--- src/rtl/opb_snapshot_regbank_ctrl.sv ---
// OPB slave that latches N_WORDS user words together on user_valid once armed.
// Ack is a one-cycle pulse one clock after select; writes commit in the ack cycle.
module opb_snapshot_regbank_ctrl #(
  parameter logic [31:0] C_BASEADDR   = 32'h01100000,
  parameter logic [31:0] C_HIGHADDR   = 32'h011000FF,
  parameter int          C_OPB_AWIDTH = 32,
  parameter int          C_OPB_DWIDTH = 32,
  parameter int          N_WORDS      = 4
) (
  input  logic                    OPB_Clk,
  input  logic                    OPB_Rst,
  input  logic [0:C_OPB_AWIDTH-1] OPB_ABus,
  input  logic [0:3]              OPB_BE,
  input  logic [0:C_OPB_DWIDTH-1] OPB_DBus,
  input  logic                    OPB_RNW,
  input  logic                    OPB_select,
  input  logic                    OPB_seqAddr,
  output logic [0:C_OPB_DWIDTH-1] Sl_DBus,
  output logic                    Sl_errAck,
  output logic                    Sl_retry,
  output logic                    Sl_toutSup,
  output logic                    Sl_xferAck,
  input  logic [32*N_WORDS-1:0]   user_data_in,
  input  logic                    user_valid,
  output logic                    armed
);

  typedef enum logic [1:0] {S_IDLE, S_ARMED, S_DONE} state_t;

  state_t      state_q, state_d;
  logic [31:0] addr, off, wdata, rdata, capcnt_q;
  logic [29:0] word;
  logic        hit, wr_en, ctrl_wr, arm_wr, clr_wr, capture, data_rd;
  logic        cont_q, done_q;
  logic [7:0]  overrun_q;
  logic [31:0] data_q [N_WORDS];
  logic        unused_ok;

  // Bus bit 31-n is register bit n, so a plain vector copy keeps numeric value.
  assign addr  = OPB_ABus;
  assign wdata = OPB_DBus;
  assign off   = addr - C_BASEADDR;
  assign word  = off[31:2];

  assign hit     = OPB_select && (addr >= C_BASEADDR) && (addr <= C_HIGHADDR);
  assign wr_en   = Sl_xferAck && hit && !OPB_RNW;
  assign ctrl_wr = wr_en && (word == 30'd0) && OPB_BE[3];
  assign arm_wr  = ctrl_wr && wdata[0];
  assign clr_wr  = ctrl_wr && wdata[1];
  assign data_rd = hit && OPB_RNW && (word >= 30'd16);
  // A same-cycle ARM or CLEAR takes precedence over the strobe.
  assign capture = (state_q == S_ARMED) && user_valid && !arm_wr && !clr_wr;

  assign armed      = (state_q == S_ARMED);
  assign Sl_errAck  = 1'b0;
  assign Sl_retry   = 1'b0;
  assign Sl_toutSup = 1'b0;
  assign unused_ok  = ^{OPB_seqAddr, OPB_BE[0:2], wdata[31:3], off[1:0]};

  always_ff @(posedge OPB_Clk) begin
    if (OPB_Rst) state_q <= S_IDLE;
    else         state_q <= state_d;
  end

  always_comb begin
    state_d = state_q;
    if (clr_wr)                   state_d = S_IDLE;
    else if (arm_wr)              state_d = S_ARMED;
    else if (capture && !cont_q)  state_d = S_DONE;
  end

  always_ff @(posedge OPB_Clk) begin
    if (OPB_Rst) begin
      Sl_xferAck <= 1'b0;
      cont_q     <= 1'b0;
      done_q     <= 1'b0;
      overrun_q  <= 8'd0;
      capcnt_q   <= 32'd0;
      for (int i = 0; i < N_WORDS; i++) data_q[i] <= 32'd0;
    end else begin
      Sl_xferAck <= hit && !Sl_xferAck;
      if (ctrl_wr) cont_q <= wdata[2];
      if (clr_wr) begin
        done_q    <= 1'b0;
        overrun_q <= 8'd0;
        capcnt_q  <= 32'd0;
      end else if (capture) begin
        done_q   <= 1'b1;
        capcnt_q <= capcnt_q + 32'd1;
        if (data_rd && (overrun_q != 8'hFF)) overrun_q <= overrun_q + 8'd1;
        for (int i = 0; i < N_WORDS; i++) data_q[i] <= user_data_in[32*i +: 32];
      end
    end
  end

  always_comb begin
    rdata = 32'd0;
    case (word)
      30'd0:   rdata = {29'd0, cont_q, 2'b00};
      30'd1:   rdata = {8'd0, 8'(N_WORDS), overrun_q, 6'd0, done_q, armed};
      30'd2:   rdata = capcnt_q;
      default: begin
        for (int i = 0; i < N_WORDS; i++)
          if (word == 30'(16 + i)) rdata = data_q[i];
      end
    endcase
  end

  assign Sl_DBus = (Sl_xferAck && OPB_RNW) ? rdata : '0;

endmodule
--- config.mk ---
export PLATFORM = sky130hd
export DESIGN_NAME = opb_snapshot_regbank_ctrl
export DESIGN_NICKNAME = d
export VERILOG_FILES = /design/src/rtl/opb_snapshot_regbank_ctrl.sv
export SDC_FILE = /design/constraint.sdc
export NUM_CORES = 1
export LEC_CHECK = 0
export CELL_PAD_IN_SITES_DETAIL_PLACEMENT = 0
export CELL_PAD_IN_SITES_GLOBAL_PLACEMENT = 1
export CORE_MARGIN = 3
export CORE_UTILIZATION = 25
export DETAILED_ROUTE_END_ITERATION = 7
export PLACE_DENSITY = 0.63
export SYNTH_ARGS = -nofsm -noshare
export SYNTH_HDL_FRONTEND = slang
export SYNTH_SLANG_ARGS = --single-unit
--- constraint.sdc ---
create_clock -name OPB_Clk -period 5.1 [get_ports OPB_Clk]
set_clock_uncertainty 0.1 [all_clocks]
set_input_delay 1.275 -clock OPB_Clk [delete_from_list [all_inputs] [get_ports OPB_Clk]]
set_output_delay 1.275 -clock OPB_Clk [all_outputs]
set_load 0.02 [all_outputs]
==> results of run 1 <==
## cell families after synthesis
kind of cell | Yosys count | synth area share
AND/OR/NAND/NOR | 296 | 0.196
AO/OA/AOI/OAI | 195 | 0.182
flip-flops | 173 | 0.521
buffers and inverters | 118 | 0.0525
multiplexers | 37 | 0.0450
adder cells (fa/ha/maj) | 2 | 0.00275
other | 1 | 0.000412
## how the worst max path moves through the flow
stage | startpoint | endpoint | slack [ps]
after global placement | OPB_ABus[12] | Sl_DBus[13] | -340
after global routing | OPB_ABus[4] | Sl_DBus[22] | 3
after detailed placement | OPB_ABus[12] | Sl_DBus[13] | -310
final | OPB_ABus[14] | Sl_DBus[21] | 80
after CTS | OPB_ABus[12] | Sl_DBus[19] | 40
after floorplan | OPB_ABus[28] | Sl_DBus[31] | 530
## layout make-up
| type | instances | area (um^2) | share of cell area |
|---|---|---|---|
| Clock inverter | 12 | 161 | 0.0127 |
| Timing Repair Buffer | 282 | 2650 | 0.209 |
| Multi-Input combinational cell | 533 | 3970 | 0.313 |
| Inverter | 38 | 143 | 0.0112 |
| Tap cell | 461 | 577 | 0.0455 |
| Sequential cell | 173 | 4740 | 0.374 |
| Clock buffer | 19 | 433 | 0.0341 |
## power by group through the flow
stage / Clock (uW) / Sequential (uW) / Combinational, uW
6_report: 1330 / 1570 / 251
5_1_grt: 1420 / 1580 / 271
4_1_cts: 1370 / 1570 / 254
3_5_place_dp: 0 / 1600 / 252
3_3_place_gp: 0 / 1600 / 250
2_1_floorplan: 0 / 1600 / 68.6
## layer usage
metal / track usage / up-vias
li1: - / 3671
met3: 0.0364 / 22
met1: 0.195 / 3659
met4: 0.0282 / 2
met2: 0.234 / 213
met5: 0 / -
## registers in the layout, summed over array words and instances (netlist names)
| signal | cells |
|---|---|
| capcnt_q | 32 |
| state_q | 2 |
| data_q | 128 |
| cont_q | 1 |
| done_q | 1 |
| overrun_q | 8 |
| Sl_xferAck | 1 |
## stage by stage
| stage | setup slack, ps | hold WS [ps] | power [uW] | util | cell area, um^2 |
|---|---|---|---|---|---|
| after floorplan | 534 | 356 | 1670 | - | 9110 |
| after global placement | -337 | 397 | 1850 | 0.339 | 12100 |
| after detailed placement | -314 | 404 | 1850 | 0.339 | 12100 |
| after CTS | 37.8 | 415 | 3190 | 0.355 | 12700 |
| after global routing | 3.28 | 441 | 3270 | 0.355 | 12700 |
| final | 79.5 | 413 | 3160 | 0.355 | 12700 |
## cell usage after synthesis (2+ instances only)
cell type	count
a2111oi_0	12
a211oi_1	22
a21oi_1	18
a221o_1	19
a221oi_1	10
a222oi_1	28
a31oi_1	5
and2_1	129
and3_1	6
and3b_1	3
and4_1	3
buf_2	10
buf_4	4
clkbuf_1	64
dfxtp_1	45
edfxtp_1	128
ha_1	2
inv_1	38
mux2i_1	33
mux4_2	3
nand2_1	19
nand3_1	27
nand4_1	11
nor2_1	41
nor2b_1	2
nor3_1	21
nor4_1	5
nor4_2	2
nor4_4	4
nor4b_1	3
nor4bb_1	3
o21ai_0	3
o311ai_0	65
o31ai_1	5
or3_1	4
or4_1	5
## worst max-delay path: cells and delay by family
family / cells / cell delay (ps)
simple gates: 4 / 850
compound gates: 1 / 370
buf+inv: 4 / 1150
## timing repair
| item | in CTS | in global routing |
|---|---|---|
| hold buffers | 0 | 0 |
| gates resized for setup | 37 | 29 |
| hold endpoints to repair | 0 | 0 |
| pin swaps | 0 | 1 |
| endpoints found under the setup margin | 30 | 17 |
| cloned | 0 | 0 |
==> flow_metrics.env, run 1 <==
export IMPL_dieArea_um2=38700
export IMPL_cts_root_buf="clkbuf_16"
export IMPL_min_from="Sl_xferAck"
export IMPL_drtIter0Drc=675
export IMPL_place_hpwl_mm=20.2
export IMPL_drt_first_pass_iters=7
export IMPL_slew_headroom=0.422
export IMPL_holdPathStages=1
export IMPL_synth_area_leaders="edfxtp_1 42%, dfxtp_1 9.9%, and2_1 8.9%, o311ai_0 6.3%, mux2i_1 3.6%"
export IMPL_final_common_cell="clkdlybuf4s50_1"
export IMPL_wire_per_inst_um=18.5
export IMPL_comb_power_share=0.080
export IMPL_period_minus_slack_ps=5020
export IMPL_reg2reg_to="overrun_q[4]"
export IMPL_wl_mm=28.1
export IMPL_ctsHtreeMaxLevel=4
export IMPL_grt_pass1_wl_mm=43.5
export IMPL_instances_no_fill=1518
export IMPL_cpMostUsedCell="buf_4"
export IMPL_ys_ff_latch=173
export IMPL_worstReg2RegStart="state_q[1]"
export IMPL_finalSetupViolCount=0
export IMPL_setup_tns_ps=0
export IMPL_final_cell_mix="166 x clkdlybuf4s50_1, 129 x and2_1, 128 x edfxtp_1"
export IMPL_pin_count=239
export IMPL_report_final_slew_viol_count=0
export IMPL_path_clk_slew_ps=70
export IMPL_grt_util_all_layers=0.144
export IMPL_startpoint_type="primary input"
export IMPL_worstPathCellList="clkdlybuf4s50_1 -> nor4_4 -> buf_4 -> and4_1 -> nand3_1 -> buf_4 -> a221oi_1 -> nor3_1 -> dlygate4sd2_1"
export IMPL_cts_buffers_inserted=17
export IMPL_cts_buffer_depth=2
export IMPL_synth_edf_count=128
export IMPL_dieWidth_um=197
export IMPL_drt_met1_wl_mm=12.6
export IMPL_slowest_delay_ps=440
export IMPL_antenna_found_initial=1
export IMPL_holdPathEnd="Sl_xferAck"
export IMPL_crit_path_end_kind="output pin"
export IMPL_drc=0
export IMPL_syn_avg_cell_area_um2=11.1
export IMPL_reg2reg_depth=5
export IMPL_yosysTopAreaCell="edfxtp_1"
export IMPL_n_fill_cell=3590
export IMPL_syn_area_um2=9100
export IMPL_setup_worst_path_class="in -> out"
export IMPL_grt_pass1_vias=7598
export IMPL_hold_class="reg -> reg"
export IMPL_synth_distinct_cells=56
export IMPL_synth_main_ff_cell="edfxtp_1"
export IMPL_p_per_area_nw_per_um2=249
export IMPL_status="finished clean"
export IMPL_async_flop_share=0
export IMPL_fmax_ghz=0.199
export IMPL_nets=1249
export IMPL_path_max_fanout=10
export IMPL_routed_wl_met2_mm=13.3
export IMPL_cts_sinks=173
export IMPL_dp_cells=1487
export IMPL_hold_viol_final=0
export IMPL_wl_met3_mm=1.83
export IMPL_clk_latency_ps=430
export IMPL_synth_top_area_share=0.422
export IMPL_cp_data_arrival_time_ps=3650
export IMPL_start_util=0.255
export IMPL_num_antenna_cells=0
export IMPL_drv_cap=0
export IMPL_grt_max_degree=129
export IMPL_worstMarginPinSlew_ps=866
export IMPL_seq_power_share=0.498
export IMPL_core_um2=35700
export IMPL_syn2layout_area_growth_pct=39.4
export IMPL_pwr_share_clk=0.423
export IMPL_slowest_stage="clkdlybuf4s50_1"
export IMPL_power_leakage_uw=0.00422
export IMPL_drive_gt1_frac=0.143
export IMPL_maxUsedRoutingLayer="met5"
export IMPL_vias=7567
export IMPL_p_switching_uw=669
export IMPL_detail_route_antenna_nets=0
export IMPL_io_buffers=200
export IMPL_synth_seq_area_share=0.521
export IMPL_die_h_um=197
export IMPL_synthCells=822
export IMPL_p_sw_frac=0.212
export IMPL_synth_warning_count=0
export IMPL_rows=69
export IMPL_gp_congestion=0.809
export IMPL_grt_setup_unrepaired="false"
export IMPL_postCtsSetupBuffers=0
export IMPL_p_int_uw=2490
export IMPL_grt_overflow_total=0
export IMPL_viasPerCell=4.98
export IMPL_rrSetupSlack_ps=2490
export IMPL_cts_tree="done"
export IMPL_worstPathRequired_ps=3720
export IMPL_fin_crit_sh=0.984
export IMPL_peakVddDrop_v=0.000161
No activity file was read; power rests on OpenSTA's default activity.
==> run 2, diff against run 1 <==
--- a/config.mk
+++ b/config.mk
@@ -7,9 +7,9 @@
 export LEC_CHECK = 0
 export CELL_PAD_IN_SITES_DETAIL_PLACEMENT = 0
 export CELL_PAD_IN_SITES_GLOBAL_PLACEMENT = 1
-export CORE_MARGIN = 3
 export CORE_UTILIZATION = 25
 export DETAILED_ROUTE_END_ITERATION = 7
+export MAX_ROUTING_LAYER = met4
 export PLACE_DENSITY = 0.63
 export SYNTH_ARGS = -nofsm -noshare
 export SYNTH_HDL_FRONTEND = slang
==> run 2 against run 1 <==
Die area decreased by 4.0%. Critical path type unchanged. Global-route usage increased by 0.83 points. Maximum frequency increased by 0.23%. Non-clock buffer count increased by 4. Register-to-register slack about the same. First-iteration DRC count decreased by 25%. Sequential power about the same. Count of clock-buffer cells in the layout decreased by 2. The run now ends with design-rule violations left. Worst hold slack got worse by 16 ps. Sequential share of layout area about the same. Critical endpoint is now Sl_DBus[16]. Routed wire length decreased by 2.8%. Combinational power about the same.
==> flow_metrics.env, run 2 (same netlist as run 1, synthesis figures left out) <==
export IMPL_drc=4
export IMPL_cts_buffer_depth=2
export IMPL_cts_buffers_inserted=17
export IMPL_reg2reg_to="capcnt_q[26]"
export IMPL_syn2layout_area_growth_pct=39.2
export IMPL_nets=1253
export IMPL_start_util=0.255
export IMPL_rrSetupSlack_ps=2490
export IMPL_finalSetupViolCount=0
export IMPL_num_antenna_cells=0
export IMPL_vias=7525
export IMPL_routed_wl_met2_mm=13.0
export IMPL_status="finished with violations"
export IMPL_reg2reg_depth=5
export IMPL_grt_pass1_vias=7327
export IMPL_slowest_stage="clkdlybuf4s50_1"
export IMPL_cp_data_arrival_time_ps=3630
export IMPL_p_per_area_nw_per_um2=245
export IMPL_crit_end="Sl_DBus[16]"
export IMPL_p_int_uw=2360
export IMPL_drt_first_pass_iters=8
export IMPL_p_switching_uw=744
export IMPL_worstPathRequired_ps=3720
export IMPL_worstPathCellList="clkdlybuf4s50_1 -> buf_4 -> nor4b_2 -> buf_4 -> a222oi_1 -> nor2_1 -> a211oi_1 -> nor3_1 -> dlygate4sd2_1"
export IMPL_io_buffers=200
export IMPL_instances_no_fill=1522
export IMPL_top_regs="data_q (128), capcnt_q (32), overrun_q (8)"
export IMPL_drt_met1_wl_mm=12.4
export IMPL_final_common_cell="clkdlybuf4s50_1"
export IMPL_regMostFlops="data_q"
export IMPL_antenna_found_initial=0
export IMPL_fmax_ghz=0.200
export IMPL_ctsHtreeMaxLevel=4
export IMPL_dieWidth_um=193
export IMPL_drtIter0Drc=507
export IMPL_die_h_um=193
export IMPL_wl_mm=27.3
export IMPL_grt_pass1_wl_mm=41.9
export IMPL_fin_crit_sh=0.982
export IMPL_grt_util_all_layers=0.152
export IMPL_worstReg2RegStart="capcnt_q[13]"
export IMPL_wire_per_inst_um=17.9
export IMPL_p_sw_frac=0.239
export IMPL_wl_met3_mm=1.45
export IMPL_cts_sinks=173
export IMPL_layout_setup_ws_ps=91.1
export IMPL_report_final_slew_viol_count=0
export IMPL_rows=69
export IMPL_period_minus_slack_ps=5010
export IMPL_final_cell_mix="167 x clkdlybuf4s50_1, 129 x and2_1, 128 x edfxtp_1"
export IMPL_place_hpwl_mm=19.8
export IMPL_seq_power_share=0.505
export IMPL_crit_path_end_kind="output pin"
export IMPL_setup_worst_path_class="in -> out"
export IMPL_cpMostUsedCell="buf_4"
export IMPL_detail_route_antenna_nets=0
export IMPL_cts_root_buf="clkbuf_16"
export IMPL_violations="design-rule violations"
export IMPL_gp_congestion=0.822
export IMPL_largest_reg_flops=128
export IMPL_grt_max_degree=129
export IMPL_dieArea_um2=37200
export IMPL_peakVddDrop_v=0.000191
export IMPL_clk_latency_ps=440
export IMPL_drv_cap=0
export IMPL_dp_cells=1490
export IMPL_path_clk_slew_ps=70
export IMPL_placement_setup_worst_slack_ps=-284
export IMPL_pin_count=239
export IMPL_power_leakage_uw=0.00421
export IMPL_startpoint="OPB_ABus[26]"
export IMPL_pwr_share_clk=0.414
export IMPL_worstMarginPinSlew_ps=969
export IMPL_fin_area_um2=12700
export IMPL_comb_power_share=0.081
export IMPL_core_um2=35700
export IMPL_viasPerCell=4.94
export IMPL_hold_viol_final=0
export IMPL_cts_tree="done"
export IMPL_slowest_delay_ps=530
export IMPL_grt_overflow_total=0
export IMPL_startpoint_type="primary input"
export IMPL_drive_gt1_frac=0.159
export IMPL_placed_area_um2=12200
export IMPL_maxUsedRoutingLayer="met4"
export IMPL_slew_headroom=0.354
export IMPL_path_max_fanout=10
export IMPL_hold_class="reg -> reg"
run 2: area by class of cell:
class / count / area (um^2)
timing repair buffer: 286 / 2660
inverter: 38 / 143
clock inverter: 14 / 153
tap: 461 / 577
sequential: 173 / 4740
fill: 3589 / 23000
multi-input combinational: 533 / 3970
clock buffer: 17 / 425
run 2: what timing repair did:
action                                  in CTS  in global routing
resized for setup                           29                 60
endpoints found under the setup margin      29                 27
hold buffers                                 0                  0
buffers inserted                             1                  0
run 2: worst min-delay path by stage:
stage | slack (ps) | start | endpoint | cells past startpoint
floorplan | 360 | cont_q | cont_q | 2
CTS | 390 | done_q | done_q | 1
finish | 400 | done_q | done_q | 1
detailed placement | 380 | done_q | done_q | 1
global placement | 370 | done_q | done_q | 1
global route | 430 | done_q | done_q | 1
run 2: critical path, delay by kind of cell:
kind | cells | cell delay, ps
AO/OA/AOI/OAI | 2 | 230
buffers and inverters | 4 | 1370
AND/OR/NAND/NOR | 3 | 750
run 2: power groups by stage:
stage	Sequential [uW]	Combinational [uW]	Clock, uW
after CTS	1570	253	1310
after detailed placement	1600	252	0
final	1570	252	1290
after floorplan	1600	68.6	0
after global routing	1570	271	1360
after global placement	1600	252	0
run 2: through the flow:
step / util / setup TNS, ps / hold slack (ps) / power [uW]
finish: 0.355 / 0 / 396 / 3110
global route: 0.355 / -18.4 / 430 / 3200
CTS: 0.356 / 0 / 395 / 3130
detailed placement: 0.341 / -5910 / 377 / 1850
global placement: 0.341 / -5650 / 372 / 1850
floorplan: - / 0 / 356 / 1670
run 2: metal layers:
layer	vias to the layer above	track usage
li1	3692	-
met1	3625	0.197
met2	189	0.241
met3	19	0.0327
met4	0	0.0354
met5	-	-
